$ cat config.mk
export PLATFORM = sky130hd
export DESIGN_NAME = dac_spi_tx
export DESIGN_NICKNAME = d
export VERILOG_FILES = /design/src/rtl/dac_spi_tx.sv
export SDC_FILE = /design/constraint.sdc
export NUM_CORES = 1
export LEC_CHECK = 0
export ABC_AREA = 1
export BUFFER_PORTS_ARGS = -buffer_cell sky130_fd_sc_hd__buf_2
export CAP_MARGIN = 20
export CELL_PAD_IN_SITES_DETAIL_PLACEMENT = 0
export CELL_PAD_IN_SITES_GLOBAL_PLACEMENT = 1
export CORE_MARGIN = 2
export CORE_UTILIZATION = 40
export DETAILED_ROUTE_END_ITERATION = 7
export GPL_ROUTABILITY_DRIVEN = 0
export PLACE_DENSITY_LB_ADDON = 0.08
export SLEW_MARGIN = 10
export SYNTH_ARGS = -nofsm -noshare
export SYNTH_HDL_FRONTEND = slang
export SYNTH_SLANG_ARGS = --single-unit
$ cat constraint.sdc
create_clock -name clock -period 3.4 [get_ports clock]
set_clock_uncertainty 0.1 [all_clocks]
set_input_delay 0.34 -clock clock [delete_from_list [all_inputs] [get_ports clock]]
set_output_delay 0.34 -clock clock [all_outputs]
set_load 0.02 [all_outputs]
$ cat src/rtl/dac_spi_tx.sv
// Serializes one sample into a 16-bit DAC121S101-style frame (zero prefix, then data MSB first).
// The divided serial clock is treated as a level; its edges are detected on the system clock.
module dac_spi_tx #(
    parameter int DATA_BITS   = 12,
    parameter int FRAME_BITS  = 16,
    parameter int QUIET_EDGES = 2
) (
    input  logic                 clock,
    input  logic                 reset,
    input  logic                 sclk1,
    input  logic [DATA_BITS-1:0] data_in,
    input  logic                 load,
    output logic                 ready,
    output logic                 sync_n,
    output logic                 dout,
    output logic                 done
);

    localparam int CNT_W = $clog2(FRAME_BITS);

    localparam logic [1:0] S_IDLE  = 2'd0;
    localparam logic [1:0] S_ARM   = 2'd1;
    localparam logic [1:0] S_SHIFT = 2'd2;
    localparam logic [1:0] S_QUIET = 2'd3;

    localparam logic [CNT_W-1:0] BIT_LAST   = CNT_W'(FRAME_BITS - 1);
    localparam logic [3:0]       QUIET_LAST = 4'(QUIET_EDGES - 1);

    logic [1:0]            state_q,   state_d;
    logic [FRAME_BITS-1:0] shift_q,   shift_d;
    logic [CNT_W-1:0]      bit_cnt_q, bit_cnt_d;
    logic [3:0]            quiet_q,   quiet_d;
    logic                  ready_q,   ready_d;
    logic                  sync_n_q,  sync_n_d;
    logic                  dout_q,    dout_d;
    logic                  done_q,    done_d;
    logic                  sclk_d_q;
    logic                  rise, fall;

    // Edge detection lags the pin by one clock; dout only moves after a rise,
    // so it is always settled well before the DAC samples on the fall.
    assign rise = sclk1 & ~sclk_d_q;
    assign fall = ~sclk1 & sclk_d_q;

    always_comb begin
        state_d   = state_q;
        shift_d   = shift_q;
        bit_cnt_d = bit_cnt_q;
        quiet_d   = quiet_q;
        ready_d   = ready_q;
        sync_n_d  = sync_n_q;
        dout_d    = dout_q;
        done_d    = 1'b0;
        case (state_q)
            S_IDLE: begin
                if (load) begin
                    shift_d = {{(FRAME_BITS-DATA_BITS){1'b0}}, data_in};
                    ready_d = 1'b0;
                    state_d = S_ARM;
                end
            end
            S_ARM: begin
                if (rise) begin
                    sync_n_d  = 1'b0;
                    dout_d    = shift_q[FRAME_BITS-1];
                    shift_d   = {shift_q[FRAME_BITS-2:0], 1'b0};
                    bit_cnt_d = BIT_LAST;
                    state_d   = S_SHIFT;
                end
            end
            S_SHIFT: begin
                if (rise) begin
                    dout_d    = shift_q[FRAME_BITS-1];
                    shift_d   = {shift_q[FRAME_BITS-2:0], 1'b0};
                    bit_cnt_d = bit_cnt_q - 1'b1;
                end else if (fall && (bit_cnt_q == '0)) begin
                    // Last falling edge of the frame has been seen by the DAC.
                    sync_n_d = 1'b1;
                    dout_d   = 1'b0;
                    quiet_d  = '0;
                    state_d  = S_QUIET;
                end
            end
            S_QUIET: begin
                if (rise) begin
                    if (quiet_q == QUIET_LAST) begin
                        done_d  = 1'b1;
                        ready_d = 1'b1;
                        state_d = S_IDLE;
                    end else begin
                        quiet_d = quiet_q + 1'b1;
                    end
                end
            end
            default: state_d = S_IDLE;
        endcase
    end

    always_ff @(posedge clock) begin
        if (reset) begin
            state_q   <= S_IDLE;
            shift_q   <= '0;
            bit_cnt_q <= '0;
            quiet_q   <= '0;
            ready_q   <= 1'b1;
            sync_n_q  <= 1'b1;
            dout_q    <= 1'b0;
            done_q    <= 1'b0;
            sclk_d_q  <= 1'b0;
        end else begin
            state_q   <= state_d;
            shift_q   <= shift_d;
            bit_cnt_q <= bit_cnt_d;
            quiet_q   <= quiet_d;
            ready_q   <= ready_d;
            sync_n_q  <= sync_n_d;
            dout_q    <= dout_d;
            done_q    <= done_d;
            sclk_d_q  <= sclk1;
        end
    end

    assign ready  = ready_q;
    assign sync_n = sync_n_q;
    assign dout   = dout_q;
    assign done   = done_q;

endmodule
==> results of run 1 <==
-- cell type report --
cell class	count	area [um^2]
multi-input combinational	184	902
sequential	31	621
fill	432	2140
inverter	22	82.6
clock buffer	8	100
timing repair buffer	19	95.1
tap	50	62.6
-- flip-flops by register name, indices dropped and copies added (netlist names) --
register / flops
shift_q: 16
bit_cnt_q: 4
quiet_q: 4
state_q: 2
done: 1
dout: 1
ready: 1
sclk_d_q: 1
sync_n: 1
-- kinds of logic after synthesis --
family                   Yosys count  synth area share, %
AO/OA/AOI/OAI                     28                 10.1
XOR/XNOR                           1                0.526
adder cells (fa/ha/maj)            9                 6.76
AND/OR/NAND/NOR                  146                 36.8
flip-flops                        31                 37.3
buffers and inverters             31                 8.56
-- worst min-delay path by stage --
stage                from          to  slack [ns]  cells past startpoint
2_1_floorplan       reset        done        0.32                      1
3_3_place_gp       sync_n      sync_n        0.34                      2
3_5_place_dp       sync_n      sync_n        0.34                      2
4_1_cts        data_in[0]  shift_q[0]        0.22                      3
5_1_grt        data_in[0]  shift_q[0]        0.23                      3
6_report       data_in[0]  shift_q[0]        0.22                      3
-- synthesized netlist by cell type, types with 2 or more instances --
| library cell | instances | area, um^2 |
|---|---|---|
| inv_2 | 2 | 7.51 |
| nand3_1 | 22 | 110 |
| buf_6 | 3 | 33.8 |
| nand3b_1 | 2 | 15.0 |
| clkbuf_1 | 3 | 11.3 |
| a21oi_1 | 10 | 50.1 |
| ha_1 | 9 | 113 |
| o21ai_0 | 11 | 55.1 |
| dfxtp_1 | 31 | 621 |
| inv_1 | 20 | 75.1 |
| nand2_1 | 74 | 278 |
| nor2_1 | 39 | 146 |
| buf_2 | 2 | 10.0 |
| nor2_2 | 3 | 18.8 |
-- critical path: stages, from the launching register on --
cell	delay, ns
dfxtp_1	0.39
inv_1	0.10
ha_1	0.69
o21ai_2	0.16
a21oi_4	0.35
inv_2	0.23
nor2_1	0.14
nor2_1	0.05
-- power by group through the flow --
stage | Clock (mW) | Sequential (mW) | Combinational (mW)
global placement | 0 | 0.542 | 0.754
floorplan | 0 | 0.543 | 0.647
detailed placement | 0 | 0.543 | 0.754
CTS | 0.333 | 0.535 | 0.756
finish | 0.319 | 0.535 | 0.736
global route | 0.351 | 0.548 | 0.873
-- per-layer routing --
layer / routed length (um) / share of wire (%)
met5: 0 / 0
met4: 83 / 2.5
met3: 111 / 3.3
met2: 1540 / 46
met1: 1640 / 49
-- metrics by stage --
step / total power [mW] / worst slack (ns)
floorplan: 1.19 / 1.74
global placement: 1.30 / 1.12
detailed placement: 1.30 / 1.03
CTS: 1.62 / 1.02
global route: 1.77 / 0.861
finish: 1.59 / 1.08
==> impl_metrics.json, run 1 <==
{
  "min_path_type": "in2reg",
  "hold_viol": 0,
  "postPlaceCellArea_um2": 1760,
  "grt_first_pass_wirelength_um": 6130,
  "ff2ff_path_depth": 7,
  "fin_area_um2": 1860,
  "io_pins": 20,
  "slew_violations": 0,
  "p_per_area_nw_per_um2": 853,
  "relSlewSlack_pct": 59.2,
  "fmax_mhz": 432,
  "core.rowCount": 23,
  "final_util_pct": 46.6,
  "rsz0062_at_grt": "no",
  "crit_arrival_ns": 2.39,
  "stdcell_count": 314,
  "cts_max_path_buffers": 2,
  "leakagePower_nw": 0.913,
  "clk_pin_slew_ns": 0.06,
  "yosysSeqAreaShare_pct": 37.3,
  "use_met3_pct": 5.36,
  "antenna_found_initial": 0,
  "wl_per_cell_um": 10.7,
  "clk_latency_ns": 0.28,
  "routed_wl_um": 3380,
  "hold_buffers": 0,
  "drcViolationCount": 0,
  "io_buffers": 19,
  "htreeDepth": 2,
  "combPwrFrac_pct": 46.3,
  "layout_common_cells": "74 x nand2_1, 39 x nor2_1, 31 x dfxtp_1, 22 x nand3_1, 20 x inv_1",
  "cp-start-kind": "register",
  "drt_iter0_drc": 78,
  "cts_num_sinks": 31,
  "grt_use_met2_pct": 29.4,
  "grt_start_max_net_pins": 22,
  "routed_via_density": 4.63,
  "r2r-start": "state_q[0]",
  "synthArstFlopShare_pct": 0,
  "synthFlopType": "dfxtp_1",
  "die_x_um": 68.5,
  "fp.dieH_um": 68.5,
  "syn-num-nets": 271,
  "cts_setup_buffers": 0,
  "cp-endpoint": "shift_q[7]",
  "grt_overflow_total": 0,
  "vias": 1454,
  "ir_worst_vdd_uv": 366,
  "root_buffer": "clkbuf_8",
  "clkPwrFrac_pct": 20.0,
  "required_ns": 3.48,
  "synth.avg_cell_area_um2": 6.77,
  "mostFrequentLayoutCell": "nand2_1",
  "synthCells": 246,
  "whs_ns": 0.224,
  "synth_area_um2": 1670,
  "yosysWarnings": 0,
  "initial_core_util_pct": 41.6,
  "drtPass1Iterations": 6,
  "antenna_left": 0,
  "fin_nets": 288,
  "grt_busiest_layer": "met2",
  "core_area_um2": 4000,
  "cts_buffers": 5,
  "p_sw_share_pct": 43.5,
  "grt_pass1_vias": 1459,
  "grtUsageMet1_pct": 20.6,
  "syn2layout_area_growth_pct": 11.9,
  "grtUsageTotal_pct": 17.6,
  "place_inst": 306,
  "totalNegativeSetupSlack_ns": 0,
  "die_area_um2": 4700,
  "tightestPinTransition_ns": 0.611,
  "setup_viol": 0,
  "fin_crit_sh_pct": 68.1,
  "drive_gt1_share_pct": 13.6,
  "cts_tree": "done",
  "status": "finished, final reports clean",
  "cts_resized": 0,
  "p_int_uw": 898,
  "p_sw_uw": 692,
  "seq_power_share_pct": 33.7,
  "yosys.cell_types.count": 29,
  "cp-end-kind": "register",
  "dp.final_hpwl_um": 2370,
  "finalCriticalPeriod_ns": 2.32,
  "critPathLaunch": "state_q[0]",
  "critical_path.max_fanout": 18,
  "max_cap_viol_count": 0,
  "rrSetupSlack_ns": 1.08,
  "synth_edf_count": 0,
  "setup.worst_path.class": "reg2reg",
  "yosys_register_bits": 31,
  "worstReg2RegEnd": "shift_q[7]",
  "insertedDiodeCount": 0
}
(Power assumes the default switching activity.)
==> run 2, diff against run 1 <==
- clock period: 3.4 -> 2.3 ns (I/O delays scaled with it)
==> run 2 against run 1 <==
Sequential share of layout area fell by 0.44 points. Die area stayed put. Final cell count grew 0.32%. Largest power group unchanged.
==> impl_metrics.json, run 2 (same netlist as run 1, synthesis figures left out) <==
{
  "vias": 1481,
  "routed_via_density": 4.70,
  "slew_violations": 0,
  "leakagePower_nw": 0.928,
  "seq_power_share_pct": 32.3,
  "dp.final_hpwl_um": 2380,
  "status": "finished, final reports clean",
  "drive_gt1_share_pct": 14.3,
  "fin_crit_sh_pct": 88.1,
  "combPwrFrac_pct": 45.0,
  "cp-endpoint": "shift_q[7]",
  "r2r-start": "state_q[0]",
  "totalNegativeSetupSlack_ns": 0,
  "die_area_um2": 4700,
  "p_per_area_nw_per_um2": 1300,
  "grt_pass1_vias": 1371,
  "layout_common_cells": "74 x nand2_1, 39 x nor2_1, 31 x dfxtp_1, 22 x nand3_1, 20 x inv_1",
  "clk_pin_slew_ns": 0.07,
  "drcViolationCount": 0,
  "insertedDiodeCount": 0,
  "place_inst": 307,
  "max_stage_delay_ns": 0.44,
  "ir_worst_vdd_uv": 600,
  "cts_resized": 0,
  "cp-end-kind": "register",
  "p_int_mw": 1.42,
  "fp.dieH_um": 68.5,
  "cp-start-kind": "register",
  "min_path_type": "in2reg",
  "max_cap_viol_count": 0,
  "crit_arrival_ns": 2.10,
  "grt_overflow_total": 0,
  "cp_cell_sequence": "inv_1 > ha_1 > o21ai_2 > a21oi_4 > inv_2 > nor2_1 > nor2_1",
  "reg_top3": "shift_q: 16 flops, bit_cnt_q: 4 flops, quiet_q: 4 flops",
  "grt_first_pass_wirelength_um": 5870,
  "critical_path.max_fanout": 17,
  "drt_iter0_drc": 56,
  "p_sw_share_pct": 42.2,
  "root_buffer": "clkbuf_8",
  "cts_buffers": 5,
  "ff2ff_path_depth": 7,
  "io_pins": 20,
  "wl_per_cell_um": 10.8,
  "hold_viol": 0,
  "cts_tree": "done",
  "worstReg2RegEnd": "shift_q[7]",
  "setup_slack_ns": 0.274,
  "clkPwrFrac_pct": 22.7,
  "clk_latency_ns": 0.27,
  "critPathLaunch": "state_q[0]",
  "required_ns": 2.37,
  "setup_viol": 0,
  "largest_reg_flops": 16,
  "whs_ns": 0.126,
  "hold_buffers": 0,
  "drtPass1Iterations": 4,
  "stdcell_count": 315,
  "total_power_mw": 2.45,
  "cts_setup_buffers": 0,
  "htreeDepth": 2,
  "finalCriticalPeriod_ns": 2.03,
  "core_area_um2": 4000,
  "antenna_found_initial": 0,
  "cp_slowest_cell": "ha_1",
  "fillCellCount": 444,
  "die_x_um": 68.5,
  "crit_top_cell": "nor2_1",
  "grt_start_max_net_pins": 22,
  "io_buffers": 19,
  "relSlewSlack_pct": 59.9,
  "tightestPinTransition_ns": 0.601,
  "p_sw_mw": 1.04,
  "rsz0062_at_grt": "no",
  "largest_register": "shift_q",
  "cts_max_path_buffers": 2,
  "antenna_left": 0,
  "fin_nets": 289,
  "syn2layout_area_growth_pct": 13.4,
  "cts_num_sinks": 31,
  "initial_core_util_pct": 41.6,
  "rrSetupSlack_ns": 0.27,
  "setup.worst_path.class": "reg2reg",
  "fmax_mhz": 494,
  "grtUsageTotal_pct": 16.5,
  "core.rowCount": 23,
  "dp_slack_ns": 0.252,
  "routed_wl_um": 3400,
  "mostFrequentLayoutCell": "nand2_1"
}
-- run 2: worst min path at each step --
| stage | slack, ns | from | depth (start not counted) | to |
|---|---|---|---|---|
| finish | 0.13 | data_in[0] | 3 | shift_q[0] |
| global placement | 0.34 | sync_n | 2 | sync_n |
| global route | 0.13 | data_in[0] | 3 | shift_q[0] |
| floorplan | 0.21 | reset | 1 | done |
| detailed placement | 0.34 | sync_n | 2 | sync_n |
| CTS | 0.12 | data_in[0] | 3 | shift_q[0] |
-- run 2: through the flow --
step           util, %  cell area (um^2)
2_1_floorplan        -              1670
3_3_place_gp      44.3              1770
3_5_place_dp      44.3              1770
4_1_cts           47.2              1890
5_1_grt           47.2              1890
6_report          47.2              1890
-- run 2: power by group through the flow --
| stage | registers [mW] | clock network, mW | logic [mW] |
|---|---|---|---|
| after floorplan | 0.803 | 0 | 0.956 |
| after CTS | 0.791 | 0.571 | 1.13 |
| final | 0.792 | 0.558 | 1.10 |
| after global placement | 0.803 | 0 | 1.13 |
| after global routing | 0.816 | 0.600 | 1.29 |
| after detailed placement | 0.802 | 0 | 1.13 |
-- run 2: metal layers --
metal / vias up / part of all wire, % / global-route usage, %
met2: 24 / 46 / 27.9
met5: - / 0 / 0
li1: 812 / - / -
met4: 0 / 0.38 / 4.50
met1: 643 / 50 / 20.8
met3: 2 / 3.6 / 3.90
-- run 2: layout make-up --
cell class / count / area (um^2) / area share (%)
Multi-Input combinational cell: 184 / 902 / 47.8
Sequential cell: 31 / 621 / 32.9
Timing Repair Buffer: 20 / 103 / 5.43
Clock buffer: 6 / 82.6 / 4.37
Inverter: 22 / 82.6 / 4.37
Tap cell: 50 / 62.6 / 3.31
Clock inverter: 2 / 35.0 / 1.86
-- run 2: worst max-delay path, delay by kind of cell, from the launching register on --
kind / cells / cell delay (ns)
adder cells (fa/ha/maj): 1 / 0.44
flip-flops: 1 / 0.38
AND/OR/NAND/NOR: 2 / 0.20
buffers and inverters: 2 / 0.34
AO/OA/AOI/OAI: 2 / 0.47
==> run 3, diff against run 2 <==
- CORE_UTILIZATION: 40 -> 37
- clock period: 2.3 -> 1.7 ns (I/O delays scaled with it)
==> run 3 against run 2 <==
Routed wire length rose by 5.1%. Sequential power rose by 36%. Sequential share of layout area fell by 1.4 points. Clock power rose by 15%. Critical path depth did not move. Flip-flop and latch count did not move. Via count rose by 2.4%. Critical endpoint is now shift_q[0].
==> impl_metrics.json, run 3 (same netlist as run 1, synthesis figures left out) <==
{
  "critical_path.max_fanout": 8,
  "rrSetupSlack_ns": 0.07,
  "vias": 1517,
  "cp_cell_sequence": "inv_1 > ha_1 > buf_6 > a21oi_4 > buf_6 > nand3_1 > a21oi_1",
  "core.rowCount": 24,
  "htreeDepth": 2,
  "r2r-start": "state_q[0]",
  "cts_max_path_buffers": 2,
  "setup_viol": 0,
  "dr_wl_met3_um": 124,
  "crit_arrival_ns": 1.74,
  "io_pins": 20,
  "fin_nets": 299,
  "cp-start-kind": "register",
  "cts_num_sinks": 31,
  "die_x_um": 71.1,
  "hold_viol": 0,
  "leakagePower_nw": 0.970,
  "drive_gt1_share_pct": 18.9,
  "worstReg2RegEnd": "shift_q[0]",
  "routed_via_density": 4.64,
  "cts_setup_buffers": 0,
  "totalNegativeSetupSlack_ns": 0,
  "clk_latency_ns": 0.28,
  "required_ns": 1.81,
  "seq_power_share_pct": 31.2,
  "status": "finished, final reports clean",
  "hold_start": "data_in[0]",
  "grtUsageTotal_pct": 15.7,
  "total_power_mw": 3.47,
  "grt_pass1_vias": 1448,
  "routed_wl_um": 3580,
  "whs_path_depth": 3,
  "insertedDiodeCount": 0,
  "slew_violations": 0,
  "die_area_um2": 5050,
  "setup.worst_path.class": "reg2reg",
  "wl_met1_um": 1770,
  "core_area_um2": 4350,
  "max_stage_delay_ns": 0.35,
  "p_int_mw": 2.00,
  "drcViolationCount": 0,
  "antenna_found_initial": 0,
  "syn2layout_area_growth_pct": 18.7,
  "cp_slowest_cell": "dfxtp_2",
  "root_buffer": "clkbuf_8",
  "relSlewSlack_pct": 80.9,
  "fillCellCount": 505,
  "grt_start_max_net_pins": 17,
  "finalCriticalPeriod_ns": 1.63,
  "cts_tree": "done",
  "antenna_left": 0,
  "initial_core_util_pct": 38.2,
  "min_path_type": "in2reg",
  "wl_met2_um": 1650,
  "rsz0062_at_grt": "yes",
  "fin_crit_sh_pct": 96.1,
  "mostFrequentLayoutCell": "nand2_1",
  "io_buffers": 19,
  "routed.top_layer": "met4",
  "ff2ff_path_depth": 7,
  "wl_per_cell_um": 10.9,
  "cp-end-kind": "register",
  "p_sw_mw": 1.47,
  "dp.final_hpwl_um": 2570,
  "tightestPinTransition_ns": 0.287,
  "hold_buffers": 0,
  "ir_worst_vdd_uv": 745,
  "grt_first_pass_wirelength_um": 6380,
  "drt_iter0_drc": 71,
  "holdPathEnd": "shift_q[0]",
  "crit_top_cell": "buf_6",
  "largest_reg_flops": 16,
  "p_sw_share_pct": 42.4,
  "max_cap_viol_count": 0,
  "p_per_area_nw_per_um2": 1760,
  "fmax_mhz": 612,
  "grt_overflow_total": 0,
  "clkPwrFrac_pct": 18.4,
  "largest_register": "shift_q",
  "cts_buffers": 5,
  "reg_top3": "shift_q: 16 flops, bit_cnt_q: 4 flops, quiet_q: 4 flops",
  "layout_common_cells": "74 x nand2_1, 38 x nor2_1, 29 x dfxtp_1, 22 x nand3_1, 20 x inv_1",
  "critPathLaunch": "state_q[0]",
  "clk_pin_slew_ns": 0.07,
  "combPwrFrac_pct": 50.4,
  "drtPass1Iterations": 4,
  "fp.dieH_um": 71.1
}
run 3: critical path, delay by kind of cell (launching register included):
family	cells	cell delay, ns
compound gates	2	0.30
fa+ha+maj	1	0.35
buf+inv	3	0.40
flops	1	0.35
simple gates	1	0.07
run 3: through the flow:
stage          setup WS, ns  std cells  area (um^2)  hold slack [ns]  util (%)
6_report             0.0664        327         1980           0.0677      45.4
5_1_grt             -0.0393        327         1980           0.0780      45.4
4_1_cts              0.0165        327         1960           0.0597      44.9
3_5_place_dp        -0.0120        318         1840            0.357      42.3
3_3_place_gp         0.0203        318         1840            0.340      42.3
2_1_floorplan        0.0427        246         1670            0.147         -
run 3: worst max-delay path by stage:
| stage | slack, ns | end | cells after the start |
|---|---|---|---|
| floorplan | 0.04 | shift_q[10] | 9 |
| global placement | 0.02 | shift_q[0] | 7 |
| detailed placement | -0.01 | shift_q[14] | 7 |
| global route | -0.04 | shift_q[13] | 7 |
| CTS | 0.02 | shift_q[10] | 7 |
| finish | 0.07 | shift_q[0] | 7 |
run 3: area by class of cell:
type | count | area (um^2) | area share [%]
clock buffer | 8 | 100 | 5.06
inverter | 22 | 85.1 | 4.30
multi-input combinational | 184 | 911 | 46.1
sequential | 31 | 623 | 31.5
tap | 52 | 65.1 | 3.29
timing repair buffer | 30 | 193 | 9.75
run 3: routing by layer:
layer	up-vias	GRT usage (%)
met5	-	0
met4	0	4.40
met3	4	4.27
met2	21	27.1
met1	655	19.3
li1	837	-
run 3: power by group through the flow:
stage	logic (mW)	registers (mW)	clock network (mW)
detailed placement	1.65	1.09	0
global placement	1.67	1.09	0
floorplan	1.29	1.09	0
global route	2.03	1.11	0.691
finish	1.75	1.08	0.640
CTS	1.72	1.08	0.664
run 3: what timing repair did:
item,in CTS,in global routing
pin swaps,1,2
gates resized for setup,5,9
gates cloned,1,0
setup endpoints to repair,11,24
